## src/rtl/cordic_phase_sched.sv

```systemverilog
// cordic_phase_sched: two-channel phase generator sharing one CORDIC, with credit-limited issue and in-order result demux.
module cordic_phase_sched #(
    parameter int          DEPTH  = 8,
    parameter logic [15:0] PI_POS = 16'h6488,
    parameter logic [15:0] PI_NEG = 16'h9B78
) (
    input  logic               clk,
    input  logic               rst,
    input  logic               enable,
    input  logic [1:0]         ch_en,
    input  logic signed [15:0] inc0,
    input  logic signed [15:0] inc1,
    output logic               m_phase_tvalid,
    output logic signed [15:0] m_phase_tdata,
    input  logic               s_dout_tvalid,
    input  logic [31:0]        s_dout_tdata,
    output logic signed [15:0] sin0,
    output logic signed [15:0] cos0,
    output logic signed [15:0] sin1,
    output logic signed [15:0] cos1,
    output logic               valid0,
    output logic               valid1,
    output logic               busy,
    output logic               err_overflow
);
    localparam int AW = $clog2(DEPTH);
    localparam logic [AW:0] FULL = DEPTH[AW:0];
    typedef enum logic [1:0] {S_IDLE, S_RUN, S_DRAIN} state_t;
    state_t             r_state;
    logic signed [15:0] r_phase0, r_phase1;
    logic [DEPTH-1:0]   r_tags;
    logic [AW-1:0]      r_wr_ptr, r_rd_ptr;
    logic [AW:0]        r_cnt;
    logic               r_rr;
    logic               w_issue, w_sel, w_pop, w_tag;
    logic signed [15:0] w_phase, w_inc;
    logic signed [16:0] w_sum;
    logic [15:0]        w_next;
    assign w_issue = r_state == S_RUN && enable && r_cnt < FULL && |ch_en;
    assign w_sel   = &ch_en ? r_rr : ch_en[1];
    assign w_phase = w_sel ? r_phase1 : r_phase0;
    assign w_inc   = w_sel ? inc1 : inc0;
    // Limit check happens on the 17-bit sum so a carry out of 16 bits still saturates to -pi.
    assign w_sum   = {w_phase[15], w_phase} + {w_inc[15], w_inc};
    assign w_next  = w_sum <= $signed({PI_POS[15], PI_POS}) ? w_sum[15:0] : PI_NEG;
    assign w_pop   = s_dout_tvalid && r_cnt != '0;
    assign w_tag   = r_tags[r_rd_ptr];
    assign busy    = r_state != S_IDLE;
    always_ff @(posedge clk) begin
        if (rst) begin
            r_state        <= S_IDLE;
            r_phase0       <= '0;
            r_phase1       <= '0;
            r_tags         <= '0;
            r_wr_ptr       <= '0;
            r_rd_ptr       <= '0;
            r_cnt          <= '0;
            r_rr           <= 1'b0;
            m_phase_tvalid <= 1'b0;
            m_phase_tdata  <= '0;
            sin0           <= '0;
            cos0           <= '0;
            sin1           <= '0;
            cos1           <= '0;
            valid0         <= 1'b0;
            valid1         <= 1'b0;
            err_overflow   <= 1'b0;
        end else begin
            r_state <= r_state == S_IDLE ? (enable ? S_RUN : S_IDLE) :
                       r_state == S_RUN  ? (enable ? S_RUN : S_DRAIN) :
                       enable ? S_RUN : (r_cnt == '0 ? S_IDLE : S_DRAIN);
            m_phase_tvalid <= w_issue;
            valid0         <= w_pop && !w_tag;
            valid1         <= w_pop && w_tag;
            if (w_issue) begin
                m_phase_tdata     <= w_phase;
                r_tags[r_wr_ptr]  <= w_sel;
                r_wr_ptr          <= r_wr_ptr + 1'b1;
                r_rr              <= !w_sel;
                if (w_sel) r_phase1 <= w_next;
                else       r_phase0 <= w_next;
            end
            if (w_pop) begin
                r_rd_ptr <= r_rd_ptr + 1'b1;
                if (w_tag) {sin1, cos1} <= s_dout_tdata;
                else       {sin0, cos0} <= s_dout_tdata;
            end
            r_cnt <= r_cnt + {{AW{1'b0}}, w_issue} - {{AW{1'b0}}, w_pop};
            if (s_dout_tvalid && r_cnt == '0) err_overflow <= 1'b1;
        end
    end
endmodule
```

## config.mk

```make
export PLATFORM = sky130hd
export DESIGN_NAME = cordic_phase_sched
export DESIGN_NICKNAME = d
export VERILOG_FILES = /design/src/rtl/cordic_phase_sched.sv
export SDC_FILE = /design/constraint.sdc
export NUM_CORES = 1
export LEC_CHECK = 0
export BUFFER_PORTS_ARGS = -buffer_cell sky130_fd_sc_hd__buf_4
export CAP_MARGIN = 40
export CORE_MARGIN = 5
export CORE_UTILIZATION = 50
export CTS_CLUSTER_SIZE = 12
export DETAILED_ROUTE_END_ITERATION = 10
export PLACE_DENSITY = 0.77
export SYNTH_ARGS = -nofsm -noshare
export SYNTH_HDL_FRONTEND = slang
export SYNTH_SLANG_ARGS = --single-unit
```

## constraint.sdc

```tcl
create_clock -name clk -period 12 [get_ports clk]
set_input_delay 1.2 -clock clk [delete_from_list [all_inputs] [get_ports clk]]
set_output_delay 1.2 -clock clk [all_outputs]
set_load 0.05 [all_outputs]
```

Yosys cells after proc, flatten, opt, wreduce, memory -nomap -nowiden:

Cells that the tools add are included.

* bitwise operators: 2
* reduce and logical (&&, ||, !) cells: 20
* add/sub/neg operators: 5
* equality and inequality tests: 1
* magnitude comparators: 5
* mux-type cells: 15

Operators with widths (count)
* $mux W16: 3
* $add A16 B16 Y17: 1
* $le A17 B16 Y1 const B: 1
* $mux W2: 5
* $reduce_and A2 Y1: 5
* $bwmux W8: 1
* $logic_and A1 B1 Y1: 8
* $lt A3 B4 Y1 const B: 2
* $add A3 B1 Y3 const B: 2
* $add A4 B1 Y4: 1
* $logic_not A4 Y1: 1
* $lt A4 B4 Y1 const B: 1
* $mux W1: 4
* $reduce_bool A4 Y1: 1
* $sub A4 B1 Y4: 1
* $bmux W1 S3: 1
* $demux W1 S3: 1
* $ge A3 B1 Y1 const B: 1
* $eq A2 B1 Y1 const B: 1
* $logic_not A1 Y1: 2
* $logic_not A2 Y1: 1
* $not A1 Y1: 2
* $reduce_bool A2 Y1: 1
* $reduce_or A2 Y1: 1

* output and inout port bits: 85
* word-level logic and storage cells: 65
* register bits after elaboration: 137
* input bits: 70

Longest topological paths before layout:

* depth after elaboration: 6
* depth in mapped cells: 19
* gate-level depth less buffers: 15

Worst setup path after synthesis:

Ideal clock, no wire load.

* kind: input to register
* start point: in ch_en[0]
* end point: reg r_phase1[4]
* data arrival time: 5.072 ns
* path slack: 6.806 ns
* path buffers: 4
* stages: 18
* library setup time: 0.122 ns
* required time: 11.878 ns
* cell sequence: nand2b_1 > and2_1 > clkbuf_1 > clkbuf_1 > clkbuf_1 > buf_1 > nand2_1 > nand2_1 > ha_1 > a211oi_2 > nor2_1 > o31ai_4 > nor3_2 > or4_4 > a221oi_2 > a211oi_2 > o211a_4 > a221o_1

* cells in the longest elaborated chain, start to end: 6
* elaborated cells on any way between the ends: 10
* those cells by class: add/sub (1); order compare (1); mux (4); reduce/logical (4)

Ends and longest elaborated chain
* start, declared: line 10 `input logic [1:0] ch_en,`
* $reduce_and A2 Y1: line 40 `assign w_sel = &ch_en ? r_rr : ch_en[1];`
* $mux W1: line 40
* $mux W16, on equally long branches: line 41, 42
* $add A16 B16 Y17: line 44 `assign w_sum = {w_phase[15], w_phase} + {w_inc[15], w_inc};`
* $le A17 B16 Y1: line 45 `assign w_next = w_sum <= $signed({PI_POS[15], PI_POS}) ? w_sum[15:0] : PI_NEG;`
* $mux W16: line 45
* end signal, assigned: line 80 `if (w_sel) r_phase1 <= w_next;`
* end, declared: line 30 `logic signed [15:0] r_phase0, r_phase1;`

Several ways; a longest one is shown, not always the timed one.
A chain may end at the register's enable or synchronous reset.

Worst setup path in the final report:

* start point: in ch_en[0]
* end point: reg r_phase1[3]

* cells in the longest elaborated chain, start to end: 6
* elaborated cells on any way between the ends: 10
* those cells by class: add/sub (1); order compare (1); mux (4); reduce/logical (4)

Ends and longest elaborated chain
* $reduce_and A2 Y1 *: line 40
* $mux W1 *: line 40
* $mux W16 *: line 41 `assign w_phase = w_sel ? r_phase1 : r_phase0;`
* net w_phase[0]: line 36 `logic signed [15:0] w_phase, w_inc;`
* $add A16 B16 Y17 *: line 44
* $le A17 B16 Y1: line 45
* $mux W16 *: line 45

Mark *: on every way through the listed nets, which the timed path passes. The rest lies on a longest branch.

==> summary.json <==
{
  "hold_path.class": "reg2reg",
  "synth_adder_area_share_pct": 5.18,
  "row_count": 41,
  "endpoints_failing_setup": 0,
  "commonest_non_fill_non_tap_cells_in_the_layout": "sky130_fd_sc_hd__buf_4, sky130_fd_sc_hd__dfxtp_1, sky130_fd_sc_hd__nor2_1",
  "place_hpwl_um": 13300,
  "pre_cts_ws_ps": 6690,
  "antenna_left": 0,
  "drv_slew": 0,
  "clk-insertion-delay-late_ps": 420,
  "cts_max_path_buffers": 2,
  "first_global_vias": 5909,
  "critical_path.reg2reg.startpoint": "r_rr",
  "buffer_ports.inserted": 154,
  "cp_capture_type": "register",
  "syn_avg_cell_area_um2": 8.76,
  "net_count_after_synthesis": 818,
  "critical_path_start_end_classification": "in2reg",
  "top_level_ports": 155,
  "first_pass_iters": 5,
  "fp.dieW_um": 123,
  "mappedNetlistArea_mm2": 0.00633,
  "critPathArrivalTime_ps": 5290,
  "gp_routability_congestion": 0.907,
  "timing.critical_path.fanout_max": 41,
  "antenna_found_initial": 0,
  "synthSimpleGateAreaFrac_pct": 20.6,
  "ctsResizeCount": 0,
  "critical_path_required_ps": 12350,
  "post-route-drc-count": 0,
  "finClkSkew_ps": 6.06,
  "setup_ws_ps": 7060,
  "worstReg2RegEnd": "r_phase1[3]",
  "cts_made_buffers": 17,
  "final_cells": 1052,
  "post_route_cells_drive_above_1_share_pct": 24.5,
  "synth_enable_flop_cells": 0,
  "timing.reg2reg.worst_path_depth": 15,
  "worst_vdd_ir_uv": 149,
  "rsz0062_at_grt": "no",
  "netlist_instances": 723,
  "design_power_total_uw": 1540,
  "route.detailed.wl_per_inst_um": 17.2,
  "outcome": "completed",
  "hold-worst-slack_ps": 455,
  "detailroute.via_count": 5790,
  "drt_iter0_drc": 459,
  "start_util_pct": 50.6,
  "cell_leakage_power_uw": 0.00390,
  "cts_setup_buffers": 0,
  "die_h_um": 123,
  "clock_tree_from_tritoncts": "done",
  "synth_cell_types": 61,
  "layout_commonest_cell": "sky130_fd_sc_hd__buf_4",
  "period_share_pct": 41.2,
  "worst-r2r-setup-slack_ps": 7540,
  "capturing_instance_or_port_of_the_critical_path": "r_phase1[3]",
  "htree_levels": 4,
  "hold_viol": 0,
  "ys_seq_elements": 137,
  "dominant_combinational_cell_family_by_area_after_synthesis": "simple AND/OR/NAND/NOR gates",
  "setup_tns_ps": 0,
  "syn2layout_area_growth_pct": 32.4,
  "grt_resource_usage_total_pct": 24.3,
  "crit_start": "ch_en[0]",
  "grt_max_degree": 79,
  "post_dr_vias_cell": 5.50,
  "place_inst": 1020,
  "max-slew-margin-rel_pct": 50.9,
  "design.die.area_mm2": 0.0150,
  "cts_hold_repair.buffers": 0,
  "synth_compound_gate_area_share_pct": 13.7,
  "final_period_minus_worst_setup_slack_ps": 4940,
  "core_area_mm2": 0.0125,
  "fmax_mhz": 202,
  "proportion_of_synthesized_area_in_mux_cells_pct": 11.6,
  "cts-root-buf": "sky130_fd_sc_hd__clkbuf_16",
  "maxCapViolations": 0,
  "yosysWarnings": 0,
  "timing_worst_slew_pin_value_ps": 735,
  "critical_path.startpoint_type": "input port",
  "antenna-diode-count": 0,
  "totalWireLength_um": 18100,
  "finish.net_count": 962,
  "grt_first_pass_wirelength_um": 28900,
  "clock_sinks": 137,
  "synth-seq-area-share_pct": 43.3,
  "cts.reportedPaths.clkPinSlew_ps": 60,
  "overflow": 0,
  "async_reset_ff_share_pct": 0,
  "synth_xor_xnor_area_share_pct": 2.61,
  "synth_top_flop_cell": "sky130_fd_sc_hd__dfxtp_1",
  "p_per_area_mw_per_mm2": 184
}
## synthesized netlist by cell type (4+ instances only)
cell,number,area share (%)
sky130_fd_sc_hd__nor2_1,135,8.0
sky130_fd_sc_hd__inv_1,10,0.59
sky130_fd_sc_hd__nor3_1,20,1.6
sky130_fd_sc_hd__nand3_1,4,0.32
sky130_fd_sc_hd__a21oi_1,24,1.9
sky130_fd_sc_hd__clkbuf_1,29,1.7
sky130_fd_sc_hd__a221o_1,8,1.3
sky130_fd_sc_hd__a211oi_1,4,0.47
sky130_fd_sc_hd__o21ai_0,13,1.0
sky130_fd_sc_hd__nand2_1,124,7.3
sky130_fd_sc_hd__a22o_1,11,1.5
sky130_fd_sc_hd__xnor2_1,12,1.7
sky130_fd_sc_hd__mux2i_1,69,11
sky130_fd_sc_hd__nand3b_1,4,0.47
sky130_fd_sc_hd__nand2b_1,4,0.40
sky130_fd_sc_hd__xor2_1,5,0.69
sky130_fd_sc_hd__buf_1,8,0.47
sky130_fd_sc_hd__dfxtp_1,137,43
sky130_fd_sc_hd__a21o_1,5,0.59
sky130_fd_sc_hd__a22oi_1,8,0.95
sky130_fd_sc_hd__ha_1,23,4.5
sky130_fd_sc_hd__o31ai_1,4,0.47
## layer usage
metal | track usage, % | vias to the layer above | routed length [µm]
met4 | 10.0 | 0 | 550
li1 | - | 2785 | -
met2 | 39.6 | 218 | 8520
met5 | 0 | - | 0
met1 | 29.4 | 2749 | 7640
met3 | 8.11 | 38 | 1420
## logic make-up after synthesis
family / after synthesis
AOI/OAI and AO/OA: 110
adders and majority gates: 25
xor gates and xnor gates: 18
muxes: 71
DFF: 137
and+or+nand+nor: 313
buffers and inverters: 49
## worst max-delay path: stages
cell                       delay, ps
sky130_fd_sc_hd__buf_4            90
sky130_fd_sc_hd__nand2b_1         90
sky130_fd_sc_hd__and2_1          170
sky130_fd_sc_hd__buf_4           270
sky130_fd_sc_hd__nand2_1         130
sky130_fd_sc_hd__nand2_1          80
sky130_fd_sc_hd__ha_1            250
sky130_fd_sc_hd__fa_1            420
sky130_fd_sc_hd__a211oi_1        400
sky130_fd_sc_hd__o21ai_1         250
sky130_fd_sc_hd__a41oi_1         290
sky130_fd_sc_hd__xnor2_1         250
sky130_fd_sc_hd__o21ai_0         280
sky130_fd_sc_hd__a211oi_2        630
sky130_fd_sc_hd__o211a_4         330
sky130_fd_sc_hd__a221o_1         140
## through the flow
step,utilization [%],cell area [µm²]
6_report,67.0,8380
5_1_grt,67.0,8380
4_1_cts,67.0,8380
3_5_place_dp,61.4,7680
3_3_place_gp,60.7,7600
2_1_floorplan,-,6330
## power breakdown
part / total [µW] / leakage (µW) / internal [µW] / switching [µW]
clock network: 613 / 0.000322 / 411 / 202
registers: 524 / 0.00111 / 496 / 28.1
logic: 406 / 0.00247 / 151 / 255
total: 1540 / 0.00390 / 1060 / 485
## sequential cells by signal, indices dropped and copies added (netlist names)
name            cells
cos0               16
cos1               16
m_phase_tdata      16
r_phase0           16
r_phase1           16
sin0               16
sin1               16
r_tags              8
r_cnt               4
r_rd_ptr            3
r_wr_ptr            3
r_state             2
err_overflow        1
m_phase_tvalid      1
r_rr                1
valid0              1
valid1              1
## how the worst min path moves through the flow
stage	end	startpoint	cells after the start
after floorplan	r_state[1]	r_state[1]	1
after global placement	r_phase0[15]	r_phase0[15]	2
after detailed placement	r_state[1]	r_state[1]	1
after CTS	r_state[1]	r_state[1]	1
after global routing	r_state[1]	r_state[1]	1
final	r_state[1]	r_state[1]	1
## layout make-up
cell class | instances | area, µm²
Fill cell | 976 | 4130
Timing Repair Buffer | 164 | 1270
Inverter | 10 | 37.5
Sequential cell | 137 | 2740
Clock buffer | 17 | 425
Multi-Input combinational cell | 537 | 3410
Clock inverter | 15 | 274
Tap cell | 172 | 215
(Power assumes the default switching activity.)
